--- config.mk ---
export PLATFORM = sky130hd
export DESIGN_NAME = i2c_target
export DESIGN_NICKNAME = d
export VERILOG_FILES = /design/src/rtl/i2c_target.sv
export SDC_FILE = /design/constraint.sdc
export NUM_CORES = 1
export LEC_CHECK = 0
export ABC_AREA = 1
export CORE_MARGIN = 3
export CORE_UTILIZATION = 31
export DETAILED_ROUTE_END_ITERATION = 6
export SYNTH_ARGS = -nofsm -noshare
export SYNTH_HDL_FRONTEND = slang
export SYNTH_SLANG_ARGS = --single-unit
--- constraint.sdc ---
create_clock -name cpu_clk -period 2.8 [get_ports cpu_clk]
set_clock_uncertainty 0.15 [all_clocks]
set_input_delay 0.56 -clock cpu_clk [delete_from_list [all_inputs] [get_ports cpu_clk]]
set_output_delay 0.56 -clock cpu_clk [all_outputs]
set_load 0.05 [all_outputs]
--- src/rtl/i2c_target.sv ---
// I2C target: filters SCL/SDA on cpu_clk, decodes START/STOP and bytes,
// and presents a byte-wide register port with an auto-incrementing subaddress.
module i2c_target #(
   parameter logic [6:0] DEV_ADDR = 7'h39,
   parameter int         FILT_LEN = 3
) (
   input  logic       cpu_clk,
   input  logic       rst,
   input  logic       scl_in,
   input  logic       sda_in,
   output logic       sda_oe,
   output logic [7:0] reg_addr,
   output logic [7:0] reg_wdata,
   output logic       reg_we,
   input  logic [7:0] reg_rdata,
   output logic       busy
);

   // state     | meaning
   // IDLE      | bus free or not yet addressed
   // ADDR      | shifting in the address byte
   // ADDR_ACK  | acknowledging our address
   // SUB       | shifting in the subaddress byte
   // SUB_ACK   | acknowledging the subaddress
   // WDATA     | shifting in a write data byte
   // WDATA_ACK | acknowledging a write data byte
   // RDATA     | driving a read data byte
   // RACK      | sampling the master's ACK/NACK
   // IGNORE    | not for us (or read ended); wait for START/STOP
   localparam logic [3:0] S_IDLE      = 4'd0;
   localparam logic [3:0] S_ADDR      = 4'd1;
   localparam logic [3:0] S_ADDR_ACK  = 4'd2;
   localparam logic [3:0] S_SUB       = 4'd3;
   localparam logic [3:0] S_SUB_ACK   = 4'd4;
   localparam logic [3:0] S_WDATA     = 4'd5;
   localparam logic [3:0] S_WDATA_ACK = 4'd6;
   localparam logic [3:0] S_RDATA     = 4'd7;
   localparam logic [3:0] S_RACK      = 4'd8;
   localparam logic [3:0] S_IGNORE    = 4'd9;

   localparam int             CW      = (FILT_LEN > 1) ? $clog2(FILT_LEN) : 1;
   localparam logic [CW-1:0]  CNT_MAX = CW'(FILT_LEN - 1);

   logic          scl_s1, scl_s2, sda_s1, sda_s2;
   logic          scl_f, sda_f, scl_prev, sda_prev;
   logic [CW-1:0] scl_cnt, sda_cnt;
   logic          scl_rise, scl_fall, start_det, stop_det;
   logic [3:0]    state;
   logic [2:0]    bit_cnt;
   logic [6:0]    sh;
   logic [7:0]    byte_in;
   logic          rw, ack_drv, rd_load, inc_pend;

   // two-flop synchronizers; lines idle high
   always_ff @(posedge cpu_clk or posedge rst) begin
      if (rst) begin
         scl_s1 <= 1'b1;
         scl_s2 <= 1'b1;
         sda_s1 <= 1'b1;
         sda_s2 <= 1'b1;
      end else begin
         scl_s1 <= scl_in;
         scl_s2 <= scl_s1;
         sda_s1 <= sda_in;
         sda_s2 <= sda_s1;
      end
   end

   // SCL filter: follow the synchronized line only after FILT_LEN differing samples
   always_ff @(posedge cpu_clk or posedge rst) begin
      if (rst) begin
         scl_f   <= 1'b1;
         scl_cnt <= '0;
      end else if (scl_s2 == scl_f) begin
         scl_cnt <= '0;
      end else if (scl_cnt == CNT_MAX) begin
         scl_f   <= scl_s2;
         scl_cnt <= '0;
      end else begin
         scl_cnt <= scl_cnt + CW'(1);
      end
   end

   // SDA filter, same rule as SCL
   always_ff @(posedge cpu_clk or posedge rst) begin
      if (rst) begin
         sda_f   <= 1'b1;
         sda_cnt <= '0;
      end else if (sda_s2 == sda_f) begin
         sda_cnt <= '0;
      end else if (sda_cnt == CNT_MAX) begin
         sda_f   <= sda_s2;
         sda_cnt <= '0;
      end else begin
         sda_cnt <= sda_cnt + CW'(1);
      end
   end

   // previous filtered values for edge detection
   always_ff @(posedge cpu_clk or posedge rst) begin
      if (rst) begin
         scl_prev <= 1'b1;
         sda_prev <= 1'b1;
      end else begin
         scl_prev <= scl_f;
         sda_prev <= sda_f;
      end
   end

   assign scl_rise  = scl_f & ~scl_prev;
   assign scl_fall  = ~scl_f & scl_prev;
   assign start_det = scl_f & scl_prev & sda_prev & ~sda_f;
   assign stop_det  = scl_f & scl_prev & ~sda_prev & sda_f;
   assign byte_in   = {sh, sda_f};
   assign busy      = (state != S_IDLE) && (state != S_IGNORE) && (state != S_ADDR);

   // protocol FSM; START/STOP override any bit event in the same cycle
   always_ff @(posedge cpu_clk or posedge rst) begin
      if (rst) begin
         state     <= S_IDLE;
         sda_oe    <= 1'b0;
         reg_addr  <= 8'h00;
         reg_wdata <= 8'h00;
         reg_we    <= 1'b0;
         bit_cnt   <= 3'd0;
         sh        <= 7'd0;
         rw        <= 1'b0;
         ack_drv   <= 1'b0;
         rd_load   <= 1'b0;
         inc_pend  <= 1'b0;
      end else begin
         reg_we   <= 1'b0;
         inc_pend <= 1'b0;
         // post-write increment lands one cycle after the strobe
         if (inc_pend)
            reg_addr <= reg_addr + 8'h01;
         if (start_det) begin
            state   <= S_ADDR;
            bit_cnt <= 3'd0;
            sda_oe  <= 1'b0;
            ack_drv <= 1'b0;
            rd_load <= 1'b0;
         end else if (stop_det) begin
            state   <= S_IDLE;
            sda_oe  <= 1'b0;
            ack_drv <= 1'b0;
            rd_load <= 1'b0;
         end else begin
            case (state)
               S_ADDR, S_SUB, S_WDATA: begin
                  if (scl_rise) begin
                     sh      <= byte_in[6:0];
                     bit_cnt <= bit_cnt + 3'd1;
                     if (bit_cnt == 3'd7) begin
                        if (state == S_ADDR) begin
                           if (byte_in[7:1] == DEV_ADDR) begin
                              rw    <= byte_in[0];
                              state <= S_ADDR_ACK;
                           end else begin
                              state <= S_IGNORE;
                           end
                        end else if (state == S_SUB) begin
                           reg_addr <= byte_in;
                           state    <= S_SUB_ACK;
                        end else begin
                           reg_wdata <= byte_in;
                           reg_we    <= 1'b1;
                           inc_pend  <= 1'b1;
                           state     <= S_WDATA_ACK;
                        end
                     end
                  end
               end
               S_ADDR_ACK, S_SUB_ACK, S_WDATA_ACK: begin
                  if (scl_fall) begin
                     if (!ack_drv) begin
                        sda_oe  <= 1'b1;
                        ack_drv <= 1'b1;
                     end else begin
                        ack_drv <= 1'b0;
                        sda_oe  <= 1'b0;
                        if (state == S_ADDR_ACK && rw) begin
                           sh     <= reg_rdata[6:0];
                           sda_oe <= ~reg_rdata[7];
                           state  <= S_RDATA;
                        end else if (state == S_ADDR_ACK) begin
                           state <= S_SUB;
                        end else begin
                           state <= S_WDATA;
                        end
                     end
                  end
               end
               S_RDATA: begin
                  if (scl_fall) begin
                     if (rd_load) begin
                        sh      <= reg_rdata[6:0];
                        sda_oe  <= ~reg_rdata[7];
                        rd_load <= 1'b0;
                     end else begin
                        sda_oe <= ~sh[6];
                        sh     <= {sh[5:0], 1'b0};
                     end
                  end
                  if (scl_rise) begin
                     bit_cnt <= bit_cnt + 3'd1;
                     if (bit_cnt == 3'd7)
                        state <= S_RACK;
                  end
               end
               S_RACK: begin
                  if (scl_fall)
                     sda_oe <= 1'b0;
                  if (scl_rise) begin
                     if (!sda_f) begin
                        reg_addr <= reg_addr + 8'h01;
                        rd_load  <= 1'b1;
                        state    <= S_RDATA;
                     end else begin
                        state <= S_IGNORE;
                     end
                  end
               end
               S_IDLE, S_IGNORE: ;
               default: state <= S_IDLE;
            endcase
         end
      end
   end

endmodule
==> results of run 1 <==
[cell usage in the layout (no fill, tap or decap), types with 7 or more instances in the layout]
| cell type | synthesis | final |
|---|---|---|
| nand2_1 | 135 | 135 |
| nand3_1 | 55 | 55 |
| nor2_1 | 30 | 30 |
| o211ai_1 | 8 | 8 |
| nand2_2 | 7 | 7 |
| dfstp_2 | 8 | 8 |
| inv_1 | 44 | 43 |
| dfrtp_1 | 39 | 39 |
| clkdlybuf4s50_1 | 0 | 29 |
| o21ai_0 | 29 | 29 |
| a21oi_1 | 10 | 10 |
[kinds of logic after synthesis]
logic type      after synthesis  synth area share
simple gates                250             0.387
compound gates               53             0.105
buf+inv                      55            0.0752
flops                        47             0.407
xor+xnor                      3           0.00902
fa+ha+maj                     3            0.0129
mux                           1           0.00344
[Yosys cell counts]
library cell  count
o21ai_2           2
buf_6             1
o21bai_1          1
nor2_2            6
a21oi_1          10
buf_4             1
o21ai_0          29
inv_2             5
nand3_2           2
nand2_2           7
nor2_1           30
mux2i_1           1
a21oi_4           1
nand4_1           1
nor3_1            4
nand3_1          55
nor2_4            6
nand3b_1          2
o211ai_1          8
dfrtp_1          39
o21ai_1           2
ha_1              3
dfstp_2           8
nand2_4           2
clkbuf_1          3
inv_1            44
xnor2_1           3
buf_2             1
nand2_1         135
[stage by stage]
stage               power, mW  instances
finish                   3.28        554
CTS                      3.30        554
detailed placement       2.70        546
floorplan                2.32        412
global route             3.56        554
global placement         2.68        546
[worst register-to-register path: stages, from the launching register on]
cell     delay [ns]
dfstp_2        0.54
inv_2          0.06
nand2_1        0.10
nor2_4         0.06
nor2_4         0.25
nand2_1        0.14
a21oi_4        0.26
nand2_2        0.16
nand2_1        0.08
nand2_1        0.06
[sequential cells by signal, indices dropped and copies added, names as in the netlist, 2 cells and up]
register,cells
reg_addr,8
reg_wdata,8
scl_cnt,2
bit_cnt,3
state,4
sh,7
sda_cnt,2
[worst paths after layout]
check                                   start                        to  slack [ns]  depth (start not counted)
max                        inc_pend$_DFF_PP0_                    reg_we        0.36                          1
max in group asynchronous                 rst  reg_wdata[7]$_DFFE_PP0P_        1.52                          3
min                          sda_s1$_DFF_PP1_          sda_s2$_DFF_PP1_        0.21                          0
max reg2reg                 sda_f$_DFFE_PP1P_         sh[4]$_DFFE_PP0P_        0.84                          9
min in group asynchronous                 rst      sda_cnt[0]$_DFF_PP0_        0.47                          2
min reg2reg                  sda_s1$_DFF_PP1_          sda_s2$_DFF_PP1_        0.21                          0
[report_power, final]
part | internal, mW | switching, mW
combinational | 0.520 | 1.14
clock | 0.357 | 0.230
sequential | 0.868 | 0.165
[final cells by class]
cell class	count	area (µm²)	share of cell area
repair buffers	32	325	0.0937
well taps	108	135	0.0389
multi-input cells	310	1510	0.434
inverters	49	184	0.0530
flip-flops and latches	47	1190	0.342
clock buffers	6	72.6	0.0209
clock inverters	2	60.1	0.0173
[metal layers]
layer | share of wire | up-vias | global-route usage
li1 | - | 1387 | -
met1 | 0.49 | 1194 | 0.191
met2 | 0.45 | 57 | 0.220
met3 | 0.046 | 9 | 0.0203
met4 | 0.013 | 0 | 0.0349
met5 | 0 | - | 0
==> impl_metrics.json, run 1 <==
{
  "status": "finished clean",
  "grt_pass1_wl_um": 11600,
  "drv_slew": 0,
  "setup_viol": 0,
  "io_buffers": 30,
  "tns_ns": 0,
  "cts_root_buf": "clkbuf_8",
  "power_density_nw_per_um2": 945,
  "ys_types": 29,
  "rsz0062_at_grt": "false",
  "ys_ff_latch": 47,
  "first_pass_iters": 4,
  "holdWs_ns": 0.211,
  "vias_per_cell": 4.78,
  "rows": 34,
  "synthCells": 412,
  "grt_max_degree": 26,
  "die_area_um2": 10600,
  "drt_iter0_drc": 191,
  "diodes": 0,
  "required_ns": 2.09,
  "grt_overflow": 0,
  "cts_hold_buffers": 0,
  "start_util": 0.326,
  "dp.final_hpwl_um": 5310,
  "syn_nets": 427,
  "clkSinkCount": 47,
  "tightest_slew_ns": 0.541,
  "place_congestion": 0.905,
  "yosysSeqAreaShare": 0.407,
  "synth_area_leaders": "dfrtp_1 34%, nand2_1 17%, nand3_1 9.5%",
  "insertion_delay_ns": 0.30,
  "synth_top_cell_area_share": 0.335,
  "ys.warnings.count": 0,
  "path_cells": "clkdlybuf4s50_1",
  "totalWireLength_um": 6800,
  "cts_made_buffers": 5,
  "fp.dieW_um": 103,
  "leakage_nw": 1.72,
  "cp_slowest_cell": "clkdlybuf4s50_1",
  "area_growth_pct": 19.2,
  "hold_class": "reg2reg",
  "timing.final.ws_setup_ns": 0.356,
  "cts_tree": "done",
  "place_ws_ns": 0.686,
  "routedWlPerCell_um": 12.3,
  "placed_cell_area_um2": 3340,
  "post-route-util": 0.389,
  "antenna_found_initial": 0,
  "h-tree-depth": 2,
  "core_um2": 8930,
  "die_y_um": 103,
  "clockBufferDepth": 2,
  "nFillCells": 920,
  "peakVddDrop_mv": 0.517,
  "cp-start-kind": "flop",
  "finalHoldViolations": 0,
  "cts_resized": 0,
  "cts_setup_buffers": 0,
  "drive_gt1_frac": 0.112,
  "antenna_left": 0,
  "cap_violations": 0,
  "yosys.area.top_type": "dfrtp_1",
  "worstPathArrival_ns": 1.73,
  "crit_buf_inv": 1,
  "syn_area_per_cell_um2": 7.07,
  "track_usage": 0.136,
  "max_freq_mhz": 409,
  "grt_pass1_vias": 2453,
  "cp_max_fo": 10,
  "period_minus_slack_ns": 2.44,
  "path_class": "reg2out",
  "cp-end-kind": "primary output",
  "io-pin-count": 31,
  "path_clk_slew_ns": 0.09,
  "cpLargestDelayFamily": "buffers and inverters",
  "synth_area_um2": 2910,
  "fin_nets": 460,
  "slew-limit-headroom": 0.639,
  "via_count": 2647,
  "finalCritPeriodShare": 0.873,
  "slowest_delay_ns": 0.87,
  "final_area_um2": 3470,
  "drc_errors": 0
}
(Power assumes the default switching activity.)
==> inputs of run 2 (changes only) <==
CORE_MARGIN = unset   (was 3)
==> run 2 against run 1 <==
Wire length up 2.1%; hold slack about the same; register-to-register slack better by 0.02 ns; clock-buffer cell count down 1; critical path type unchanged; combinational power about the same; cell area down 0.83%; worst setup slack better by 0.11 ns; total power down 4.5%; non-clock buffer count up 1; cell count up 0.72%; global-route usage up 1.6 points.
==> impl_metrics.json, run 2 (same netlist as run 1, synthesis figures left out) <==
{
  "status": "finished clean",
  "grt_max_degree": 48,
  "io_buffers": 30,
  "tns_ns": 0,
  "switching_share": 0.499,
  "finalCritPeriodShare": 0.834,
  "die_area_um2": 9790,
  "clkPwrFrac": 0.137,
  "drt_iter0_drc": 152,
  "cts_tree": "done",
  "busiest_layer": "met2",
  "holdWs_ns": 0.211,
  "cp-end-kind": "primary output",
  "cp_max_fo": 7,
  "antenna_found_initial": 0,
  "rrSetupSlack_ns": 0.86,
  "tightest_slew_ns": 0.533,
  "routedWlPerCell_um": 12.4,
  "antenna_left": 0,
  "path_cells": "inv_2, nand2_1, o21ai_0, nor2_1, buf_4",
  "slowest_delay_ns": 0.51,
  "required_ns": 2.09,
  "timing.final.ws_setup_ns": 0.465,
  "use_met2": 0.257,
  "max_freq_mhz": 428,
  "p_comb_frac": 0.533,
  "cap_violations": 0,
  "final_cell_mix": "135 x nand2_1, 55 x nand3_1, 43 x inv_1, 39 x dfrtp_1, 30 x nor2_1",
  "finalHoldViolations": 0,
  "io-pin-count": 31,
  "layout_commonest_cell": "nand2_1",
  "grt_overflow": 0,
  "totalWireLength_um": 6940,
  "grt_pass1_vias": 2580,
  "via_count": 2691,
  "setup_viol": 0,
  "worstPathArrival_ns": 1.63,
  "area_growth_pct": 18.2,
  "gr-usage-met1": 0.205,
  "core_um2": 9150,
  "track_usage": 0.152,
  "post-route-util": 0.376,
  "place_ws_ns": 0.828,
  "hold_class": "reg2reg",
  "die_y_um": 98.9,
  "path_clk_slew_ns": 0.10,
  "diodes": 0,
  "first_pass_iters": 5,
  "period_minus_slack_ns": 2.34,
  "path_class": "reg2out",
  "nFillCells": 970,
  "cp_slowest_cell": "dfrtp_1",
  "vias_per_cell": 4.82,
  "top_regs": "reg_addr: 8 flops, reg_wdata: 8 flops, sh: 7 flops",
  "rows": 35,
  "grtUsageMet3": 0.0213,
  "cts_root_buf": "clkbuf_8",
  "clockBufferDepth": 2,
  "cts_setup_buffers": 0,
  "grt_pass1_wl_um": 11900,
  "fin_nets": 461,
  "final_cells": 558,
  "drv_slew": 0,
  "place_congestion": 0.885,
  "peakVddDrop_mv": 0.415,
  "dp.final_hpwl_um": 5320,
  "leakage_nw": 1.71,
  "fp.dieW_um": 98.9,
  "rsz0062_at_grt": "false",
  "power_density_nw_per_um2": 910,
  "switchingPower_mw": 1.56,
  "cts_resized": 0,
  "dp.cells": 550,
  "insertion_delay_ns": 0.31,
  "slew-limit-headroom": 0.644,
  "clkSinkCount": 47,
  "cts_made_buffers": 5,
  "cp-start-kind": "flop",
  "drive_gt1_frac": 0.116,
  "h-tree-depth": 2,
  "seq_power_share": 0.330,
  "p_int_mw": 1.57,
  "cts_hold_buffers": 0,
  "start_util": 0.318,
  "drc_errors": 0
}
run 2: cell types whose count changed in the layout (fill, tap and decap cells not counted):
| cell | change |
|---|---|
| inv_6 | +1 |
| bufinv_16 | -2 |
| clkbuf_1 | -1 |
| buf_4 | +1 |
| clkinvlp_4 | +2 |
run 2: layer usage:
layer  part of all wire  vias up
met5                  0        -
met4             0.0099        0
met3              0.049        6
met2               0.48       57
met1               0.46     1239
li1                   -     1389
run 2: final timing paths:
check	start	to	depth (start not counted)
worst max-delay path	state[2]$_DFFE_PP0P_	busy	5
worst min-delay path	sda_s1$_DFF_PP1_	sda_s2$_DFF_PP1_	0
worst max register to register	sda_f$_DFFE_PP1P_	sh[5]$_DFFE_PP0P_	9
worst min register to register	sda_s1$_DFF_PP1_	sda_s2$_DFF_PP1_	0
max in group asynchronous	rst	scl_s1$_DFF_PP1_	3
min in group asynchronous	rst	sh[0]$_DFFE_PP0P_	3
run 2: area by class of cell:
class | count | area [µm²] | area share
multi-input cells | 310 | 1510 | 0.438
flip-flops and latches | 47 | 1190 | 0.345
well taps | 111 | 139 | 0.0403
clock inverters | 3 | 23.8 | 0.00691
clock buffers | 5 | 68.8 | 0.0200
repair buffers | 33 | 333 | 0.0967
inverters | 49 | 184 | 0.0534
run 2: power by group through the flow:
stage                     Clock (mW)  Combinational (mW)  Sequential (mW)
after floorplan                    0                1.26             1.06
after global placement             0                1.65             1.03
after detailed placement           0                1.67             1.05
after CTS                      0.446                1.68             1.03
after global routing           0.471                1.89             1.06
final                          0.428                1.67             1.03
run 2: worst max-delay path, delay by kind of cell, from the launching register on:
family | cells | cell delay, ns
simple gates | 2 | 0.20
compound gates | 1 | 0.28
flops | 1 | 0.51
buf+inv | 2 | 0.33
run 2: per-stage QoR:
step	instance area, µm²	power (mW)
after floorplan	2910	2.32
after global placement	3350	2.69
after detailed placement	3350	2.72
after CTS	3440	3.16
after global routing	3440	3.42
final	3440	3.13
